[config.mk]
export PLATFORM = sky130hd
export DESIGN_NAME = uart_operand_rx
export DESIGN_NICKNAME = d
export VERILOG_FILES = /design/src/rtl/uart_pkg.sv /design/src/rtl/uart_operand_rx_sync_2ff.sv /design/src/rtl/uart_operand_rx.sv
export SDC_FILE = /design/constraint.sdc
export NUM_CORES = 1
export LEC_CHECK = 0
export CELL_PAD_IN_SITES_DETAIL_PLACEMENT = 1
export CELL_PAD_IN_SITES_GLOBAL_PLACEMENT = 2
export CORE_MARGIN = 1.5
export CORE_UTILIZATION = 43
export DETAILED_ROUTE_END_ITERATION = 7
export HOLD_SLACK_MARGIN = 0.06
export PLACE_DENSITY_LB_ADDON = 0.1
export SYNTH_ARGS = -nofsm -noshare
export SYNTH_HDL_FRONTEND = slang
export SYNTH_SLANG_ARGS = --single-unit
[constraint.sdc]
create_clock -name clk -period 3.6 [get_ports clk]
set_input_delay 0.72 -clock clk [delete_from_list [all_inputs] [get_ports clk]]
set_output_delay 0.72 -clock clk [all_outputs]
set_load 0.01 [all_outputs]
[src/rtl/uart_pkg.sv]
// ---------------------------------------------------------------------------
// uart_pkg
// Shared types and constants for the UART operand receiver.
//   rx_state_t     : receiver FSM states
//   UART_DATA_BITS : data bits per 8N1 frame
//   OPERAND_BYTES  : bytes per operand pair (two 32-bit operands)
// ---------------------------------------------------------------------------
package uart_pkg;

    typedef enum logic [2:0] {
        IDLE    = 3'd0,
        START   = 3'd1,
        DATA    = 3'd2,
        STOP    = 3'd3,
        RECOVER = 3'd4
    } rx_state_t;

    localparam int UART_DATA_BITS = 8;
    localparam int OPERAND_BYTES  = 8;

endpackage

[src/rtl/uart_operand_rx_sync_2ff.sv]
// ---------------------------------------------------------------------------
// sync_2ff
// 1-bit two-flop synchronizer. Resets to 1 so an idle-high serial line does
// not look like a start bit while the design comes out of reset.
//   clk : destination clock
//   rst : asynchronous, active-high reset
//   d_i : asynchronous input
//   q_o : synchronized output
// ---------------------------------------------------------------------------
module sync_2ff (
    input  logic clk,
    input  logic rst,
    input  logic d_i,
    output logic q_o
);

    logic ff1_q;
    logic ff2_q;

    always_ff @(posedge clk or posedge rst) begin
        if (rst) begin
            ff1_q <= 1'b1;
            ff2_q <= 1'b1;
        end else begin
            ff1_q <= d_i;
            ff2_q <= ff1_q;
        end
    end

    assign q_o = ff2_q;

endmodule

[src/rtl/uart_operand_rx.sv]
// ---------------------------------------------------------------------------
// uart_operand_rx
// 8N1 UART receiver feeding the FPU operand register stage. Each good byte is
// presented on `number` with its index on `partition` (0-3 operand 1, 4-7
// operand 2, LSB byte first) and committed with a 1-cycle active-low `enter`.
//   clk            : system clock
//   rst            : asynchronous, active-high reset
//   rx             : serial line, idle high, asynchronous to clk
//   number         : last good byte (held between strobes)
//   partition      : index of the byte on `number`
//   enter          : active-low commit strobe, 1 cycle per good byte
//   operands_ready : 1-cycle pulse with the strobe of index 7
//   frame_err      : 1-cycle pulse when a stop bit is sampled low
// ---------------------------------------------------------------------------
module uart_operand_rx
    import uart_pkg::*;
#(
    parameter int CLKS_PER_BIT = 434,
    parameter int TIMEOUT_BITS = 16
) (
    input  logic       clk,
    input  logic       rst,
    input  logic       rx,
    output logic [7:0] number,
    output logic [2:0] partition,
    output logic       enter,
    output logic       operands_ready,
    output logic       frame_err
);

    localparam int          BW        = $clog2(CLKS_PER_BIT);
    localparam logic [BW-1:0] BAUD_LAST = BW'(CLKS_PER_BIT - 1);
    localparam logic [BW-1:0] HALF_LAST = BW'(CLKS_PER_BIT / 2 - 1);
    localparam logic [2:0]  BIT_LAST  = 3'(UART_DATA_BITS - 1);
    localparam logic [2:0]  IDX_LAST  = 3'(OPERAND_BYTES - 1);

    // Idle timeout limit in clocks; width covers the TIMEOUT_BITS=0 case too.
    localparam int unsigned TL        = TIMEOUT_BITS * CLKS_PER_BIT;
    localparam int          IW        = $clog2(TL + 2);
    localparam logic [IW-1:0] IDLE_LAST = IW'(TL - 1);

    logic rx_s;

    sync_2ff u_sync (
        .clk (clk),
        .rst (rst),
        .d_i (rx),
        .q_o (rx_s)
    );

    rx_state_t     state_q, state_d;
    logic [BW-1:0] baud_q,  baud_d;
    logic [2:0]    bit_q,   bit_d;
    logic [7:0]    shift_q, shift_d;
    logic [2:0]    idx_q,   idx_d;
    logic [IW-1:0] idle_q,  idle_d;
    logic [7:0]    num_q,   num_d;
    logic [2:0]    part_q,  part_d;
    logic          enter_q, enter_d;
    logic          rdy_q,   rdy_d;
    logic          ferr_q,  ferr_d;

    always_comb begin
        state_d = state_q;
        baud_d  = baud_q;
        bit_d   = bit_q;
        shift_d = shift_q;
        idx_d   = idx_q;
        idle_d  = '0;       // idle counter only survives in IDLE with rx high
        num_d   = num_q;
        part_d  = part_q;
        enter_d = 1'b1;
        rdy_d   = 1'b0;
        ferr_d  = 1'b0;

        case (state_q)
            IDLE: begin
                if (!rx_s) begin
                    state_d = START;
                    baud_d  = '0;
                    bit_d   = '0;
                end else if (TIMEOUT_BITS > 0 && idx_q != 3'd0) begin
                    // Abandon a partial operand sequence after a long quiet line.
                    if (idle_q == IDLE_LAST) begin
                        idx_d = 3'd0;
                    end else begin
                        idle_d = idle_q + IW'(1);
                    end
                end
            end
            START: begin
                if (baud_q == HALF_LAST) begin
                    baud_d  = '0;
                    state_d = rx_s ? IDLE : DATA;   // high at mid-start = glitch
                end else begin
                    baud_d = baud_q + BW'(1);
                end
            end
            DATA: begin
                if (baud_q == BAUD_LAST) begin
                    baud_d  = '0;
                    shift_d = {rx_s, shift_q[7:1]};  // LSB arrives first
                    bit_d   = bit_q + 3'd1;
                    if (bit_q == BIT_LAST) state_d = STOP;
                end else begin
                    baud_d = baud_q + BW'(1);
                end
            end
            STOP: begin
                if (baud_q == BAUD_LAST) begin
                    baud_d = '0;
                    if (rx_s) begin
                        num_d   = shift_q;
                        part_d  = idx_q;
                        enter_d = 1'b0;
                        rdy_d   = (idx_q == IDX_LAST);
                        idx_d   = idx_q + 3'd1;
                        state_d = IDLE;
                    end else begin
                        ferr_d  = 1'b1;
                        state_d = RECOVER;
                    end
                end else begin
                    baud_d = baud_q + BW'(1);
                end
            end
            RECOVER: begin
                // A line stuck low must not be mistaken for a run of start bits.
                if (rx_s) state_d = IDLE;
            end
            default: state_d = IDLE;
        endcase
    end

    always_ff @(posedge clk or posedge rst) begin
        if (rst) begin
            state_q <= IDLE;
            baud_q  <= '0;
            bit_q   <= '0;
            shift_q <= '0;
            idx_q   <= '0;
            idle_q  <= '0;
            num_q   <= '0;
            part_q  <= '0;
            enter_q <= 1'b1;
            rdy_q   <= 1'b0;
            ferr_q  <= 1'b0;
        end else begin
            state_q <= state_d;
            baud_q  <= baud_d;
            bit_q   <= bit_d;
            shift_q <= shift_d;
            idx_q   <= idx_d;
            idle_q  <= idle_d;
            num_q   <= num_d;
            part_q  <= part_d;
            enter_q <= enter_d;
            rdy_q   <= rdy_d;
            ferr_q  <= ferr_d;
        end
    end

    assign number         = num_q;
    assign partition      = part_q;
    assign enter          = enter_q;
    assign operands_ready = rdy_q;
    assign frame_err      = ferr_q;

endmodule

==> flow_results.xml <==
<?xml version="1.0" encoding="UTF-8"?>
<metrics>
  <group name="status">
    <metric name="result_of_the_run" unit="">completed</metric>
  </group>
  <group name="synthesis">
    <metric name="synth_flop_cell" unit="">dfrtp_1</metric>
    <metric name="ys_warn_count" unit="">0</metric>
    <metric name="synthesis.area" unit="um^2">2724</metric>
    <metric name="synth_enable_flop_cells" unit="">0</metric>
    <metric name="synth.distinct_cells" unit="">51</metric>
    <metric name="synth_largest_type_area_fraction" unit="">0.4777</metric>
    <metric name="synthesis.area_per_instance" unit="um^2">11.26</metric>
    <metric name="synth.area.top_cells" unit="">dfrtp_1, mux2_4, ha_1</metric>
    <metric name="ys_seq_elements" unit="">55</metric>
    <metric name="synth_nets" unit="">254</metric>
    <metric name="yosysSeqAreaShare" unit="">0.5067</metric>
    <metric name="async_reset_ff_frac" unit="">1.000</metric>
    <metric name="post-synth-top-area-cell" unit="">dfrtp_1</metric>
    <metric name="post_synth_inst_count" unit="">242</metric>
  </group>
  <group name="clocking">
    <metric name="ctsHoldBuffers" unit="">0</metric>
    <metric name="num_cts_buffers" unit="">5</metric>
    <metric name="h-tree-depth" unit="">2</metric>
    <metric name="tritoncts" unit="">yes</metric>
    <metric name="cts.clk_slew.worst_paths" unit="ps">100</metric>
    <metric name="cts-root-to-sink-buffers" unit="">2</metric>
    <metric name="clkLatencyLatePin" unit="ps">300</metric>
    <metric name="clock_sink_count" unit="">55</metric>
    <metric name="post_cts_resized" unit="">0</metric>
    <metric name="root_buffer" unit="">clkbuf_8</metric>
    <metric name="post_cts.repair.setup_buffers" unit="">0</metric>
  </group>
  <group name="route">
    <metric name="num_vias" unit="">1841</metric>
    <metric name="drc" unit="">0</metric>
    <metric name="first_pass_detailed_route_iteration_total" unit="">4</metric>
    <metric name="routed_wire_length_per_instance" unit="um">16.45</metric>
    <metric name="drt-vias-per-instance" unit="">5.512</metric>
    <metric name="antenna_violating_nets_post_route" unit="">0</metric>
    <metric name="drt-total-wl" unit="mm">5.493</metric>
    <metric name="first_iter_violations" unit="">56</metric>
  </group>
  <group name="final_layout">
    <metric name="nNetsFinal" unit="">270</metric>
    <metric name="postLayoutCoreUtil" unit="">0.5017</metric>
    <metric name="syn2layout_area_growth" unit="%">10.98</metric>
    <metric name="final_cells" unit="">334</metric>
    <metric name="drive_gt1_frac" unit="">0.1467</metric>
    <metric name="antenna_fix_cells" unit="">0</metric>
    <metric name="n_fill_cell" unit="">657</metric>
  </group>
  <group name="die">
    <metric name="std_cell_rows" unit="">28</metric>
    <metric name="die_y" unit="um">82.59</metric>
    <metric name="floorplan.die.width" unit="um">82.59</metric>
    <metric name="ios" unit="">17</metric>
    <metric name="initial_core_util" unit="">0.4520</metric>
    <metric name="die_area" unit="um^2">6821</metric>
    <metric name="design.core.area" unit="um^2">6026</metric>
  </group>
  <group name="setup_path">
    <metric name="reg2reg_slack" unit="ps">1490</metric>
    <metric name="ff2ff_path_depth" unit="">8</metric>
    <metric name="critPathMaxStageDelay" unit="ps">420</metric>
    <metric name="critical_path.cell_chain" unit="">inv_1 &gt; ha_1 &gt; nand4bb_4 &gt; or2_1 &gt; nor3_2 &gt; buf_4 &gt; inv_2 &gt; mux2_4</metric>
    <metric name="timing.critical_path.to_type" unit="">register</metric>
    <metric name="crit-reg2reg-capture" unit="">partition[2]</metric>
    <metric name="worstSetupStartpoint" unit="">baud_q[1]</metric>
    <metric name="start_kind" unit="">register</metric>
    <metric name="worst-path-max-fanout" unit="">14</metric>
    <metric name="critical-path-slowest-cell" unit="">dfrtp_1</metric>
    <metric name="crit_required" unit="ps">3800</metric>
    <metric name="criticalPathCategory" unit="">register to register</metric>
    <metric name="worstPathArrival" unit="ps">2310</metric>
    <metric name="reg2reg_from" unit="">baud_q[1]</metric>
  </group>
  <group name="global_routing">
    <metric name="grt_overflow" unit="">0</metric>
    <metric name="grt_start_max_net_pins" unit="">37</metric>
    <metric name="grt_antenna_before_repair" unit="">0</metric>
    <metric name="grt_pass1_wl" unit="mm">9.549</metric>
    <metric name="groute.usage.overall" unit="">0.1853</metric>
    <metric name="number_of_global_route_vias_before_repair" unit="">1947</metric>
  </group>
  <group name="run">
    <metric name="drv.max_cap_violation_count" unit="">0</metric>
  </group>
  <group name="pwr">
    <metric name="leakage" unit="uW">0.001294</metric>
    <metric name="power.density_cell_area" unit="nW/um^2">322.4</metric>
    <metric name="max-vdd-ir-drop" unit="mV">0.2227</metric>
  </group>
  <group name="placement">
    <metric name="place_congestion" unit="">0.7189</metric>
    <metric name="cell_count_post_placement" unit="">326</metric>
    <metric name="port-buffer-count" unit="">16</metric>
    <metric name="hpwl" unit="mm">3.950</metric>
  </group>
  <group name="sta">
    <metric name="setup_viol" unit="">0</metric>
    <metric name="timing.fmax" unit="MHz">474.6</metric>
    <metric name="rsz0062_at_grt" unit="">false</metric>
    <metric name="final.period_utilization" unit="">0.5853</metric>
    <metric name="finalCriticalPeriod" unit="ps">2107</metric>
    <metric name="hold_ws" unit="ps">364.9</metric>
    <metric name="max_slew_margin" unit="">0.5616</metric>
    <metric name="hold_viol" unit="">0</metric>
    <metric name="tightest_slew" unit="ps">655.2</metric>
    <metric name="slew_violations" unit="">0</metric>
    <metric name="tns" unit="ps">0</metric>
    <metric name="fin_skew" unit="ps">5.571</metric>
  </group>
  <group name="hold_path">
    <metric name="worst_hold_path_type" unit="">register to register</metric>
    <metric name="hold_sp" unit="">u_sync.ff1_q</metric>
    <metric name="cell_depth_of_the_worst_hold_path" unit="">0</metric>
    <metric name="hold_path_end" unit="">u_sync.q_o</metric>
  </group>
</metrics>
[metrics by stage]
stage	instance area [um^2]	total power, uW	setup slack, ps
CTS	3023	995.2	1453
global placement	2937	651.3	1522
detailed placement	2937	651.7	1486
floorplan	2724	643.6	1504
global route	3023	1019	1350
finish	3023	974.6	1493
[kinds of logic after synthesis]
group | after synthesis | share of synthesized area
simple gates | 81 | 0.1695
flops | 55 | 0.5067
compound gates | 43 | 0.1038
mux | 23 | 0.1075
buf+inv | 20 | 0.03583
xor+xnor | 11 | 0.03537
fa+ha+maj | 9 | 0.04134
[power breakdown]
part / switching, uW / internal (uW) / leakage [uW]
Clock: 198 / 138 / 0.0000452
Combinational: 13.2 / 3.63 / 0.000505
Sequential: 2.01 / 619 / 0.000743
Total: 214 / 761 / 0.00129
[registers in the layout, summed over array words and instances (netlist names)]
signal	cells
idle_q	13
shift_q	8
number	8
bit_q	3
partition	3
enter	1
state_q	3
operands_ready	1
u_sync.q_o	1
baud_q	9
idx_q	3
u_sync.ff1_q	1
frame_err	1
[critical path, delay by kind of cell, from the launching register on]
family / cells / cell delay, ps
buffers and inverters: 3 / 430
flip-flops: 1 / 420
multiplexers: 1 / 300
adder cells (fa/ha/maj): 1 / 190
AND/OR/NAND/NOR: 3 / 660
[cell usage after synthesis (3+ instances only)]
library cell,count
ha_1,9
nor2_1,21
nand2b_1,4
xor2_1,3
xnor2_1,8
mux2i_1,3
dfstp_2,3
nor2b_1,3
a21oi_1,6
mux2_4,10
dfrtp_1,52
nand3_1,10
clkbuf_1,6
mux2_2,4
inv_1,10
o211ai_1,3
nor4_1,4
o21ai_0,15
nor3_1,5
nand2_1,18
mux2_1,6
buf_6,3
[placed cells by master (no fill, tap or decap), types with 6 or more instances in the layout]
| cell type | instances |
|---|---|
| mux2_1 | 6 |
| dfrtp_1 | 52 |
| clkdlybuf4s50_1 | 16 |
| nand2_1 | 18 |
| inv_1 | 9 |
| xnor2_1 | 8 |
| nor2_1 | 21 |
| nand3_1 | 10 |
| o21ai_0 | 15 |
| mux2_4 | 10 |
| ha_1 | 9 |
| a21oi_1 | 6 |
[metal layers]
layer	vias to the layer above	wire length, um	track usage
met5	-	0	0
met4	0	60	0.05000
met3	5	127	0.03297
met2	24	2569	0.3000
met1	924	2735	0.2550
li1	888	-	-
[worst max path at each step]
stage	to	depth (start not counted)
after global routing	number[7]	8
after CTS	partition[2]	8
final	partition[2]	8
after global placement	baud_q[5]	4
after detailed placement	partition[2]	8
after floorplan	number[0]	8
[final cells by class]
class | instances | area (um^2) | area share
clock buffers | 6 | 72.57 | 0.02401
clock inverters | 2 | 13.76 | 0.004553
inverters | 11 | 41.29 | 0.01366
multi-input cells | 167 | 1246 | 0.4123
flip-flops and latches | 55 | 1380 | 0.4565
well taps | 75 | 93.84 | 0.03104
repair buffers | 18 | 175.2 | 0.05795
Power figures use the tool's default switching activity.
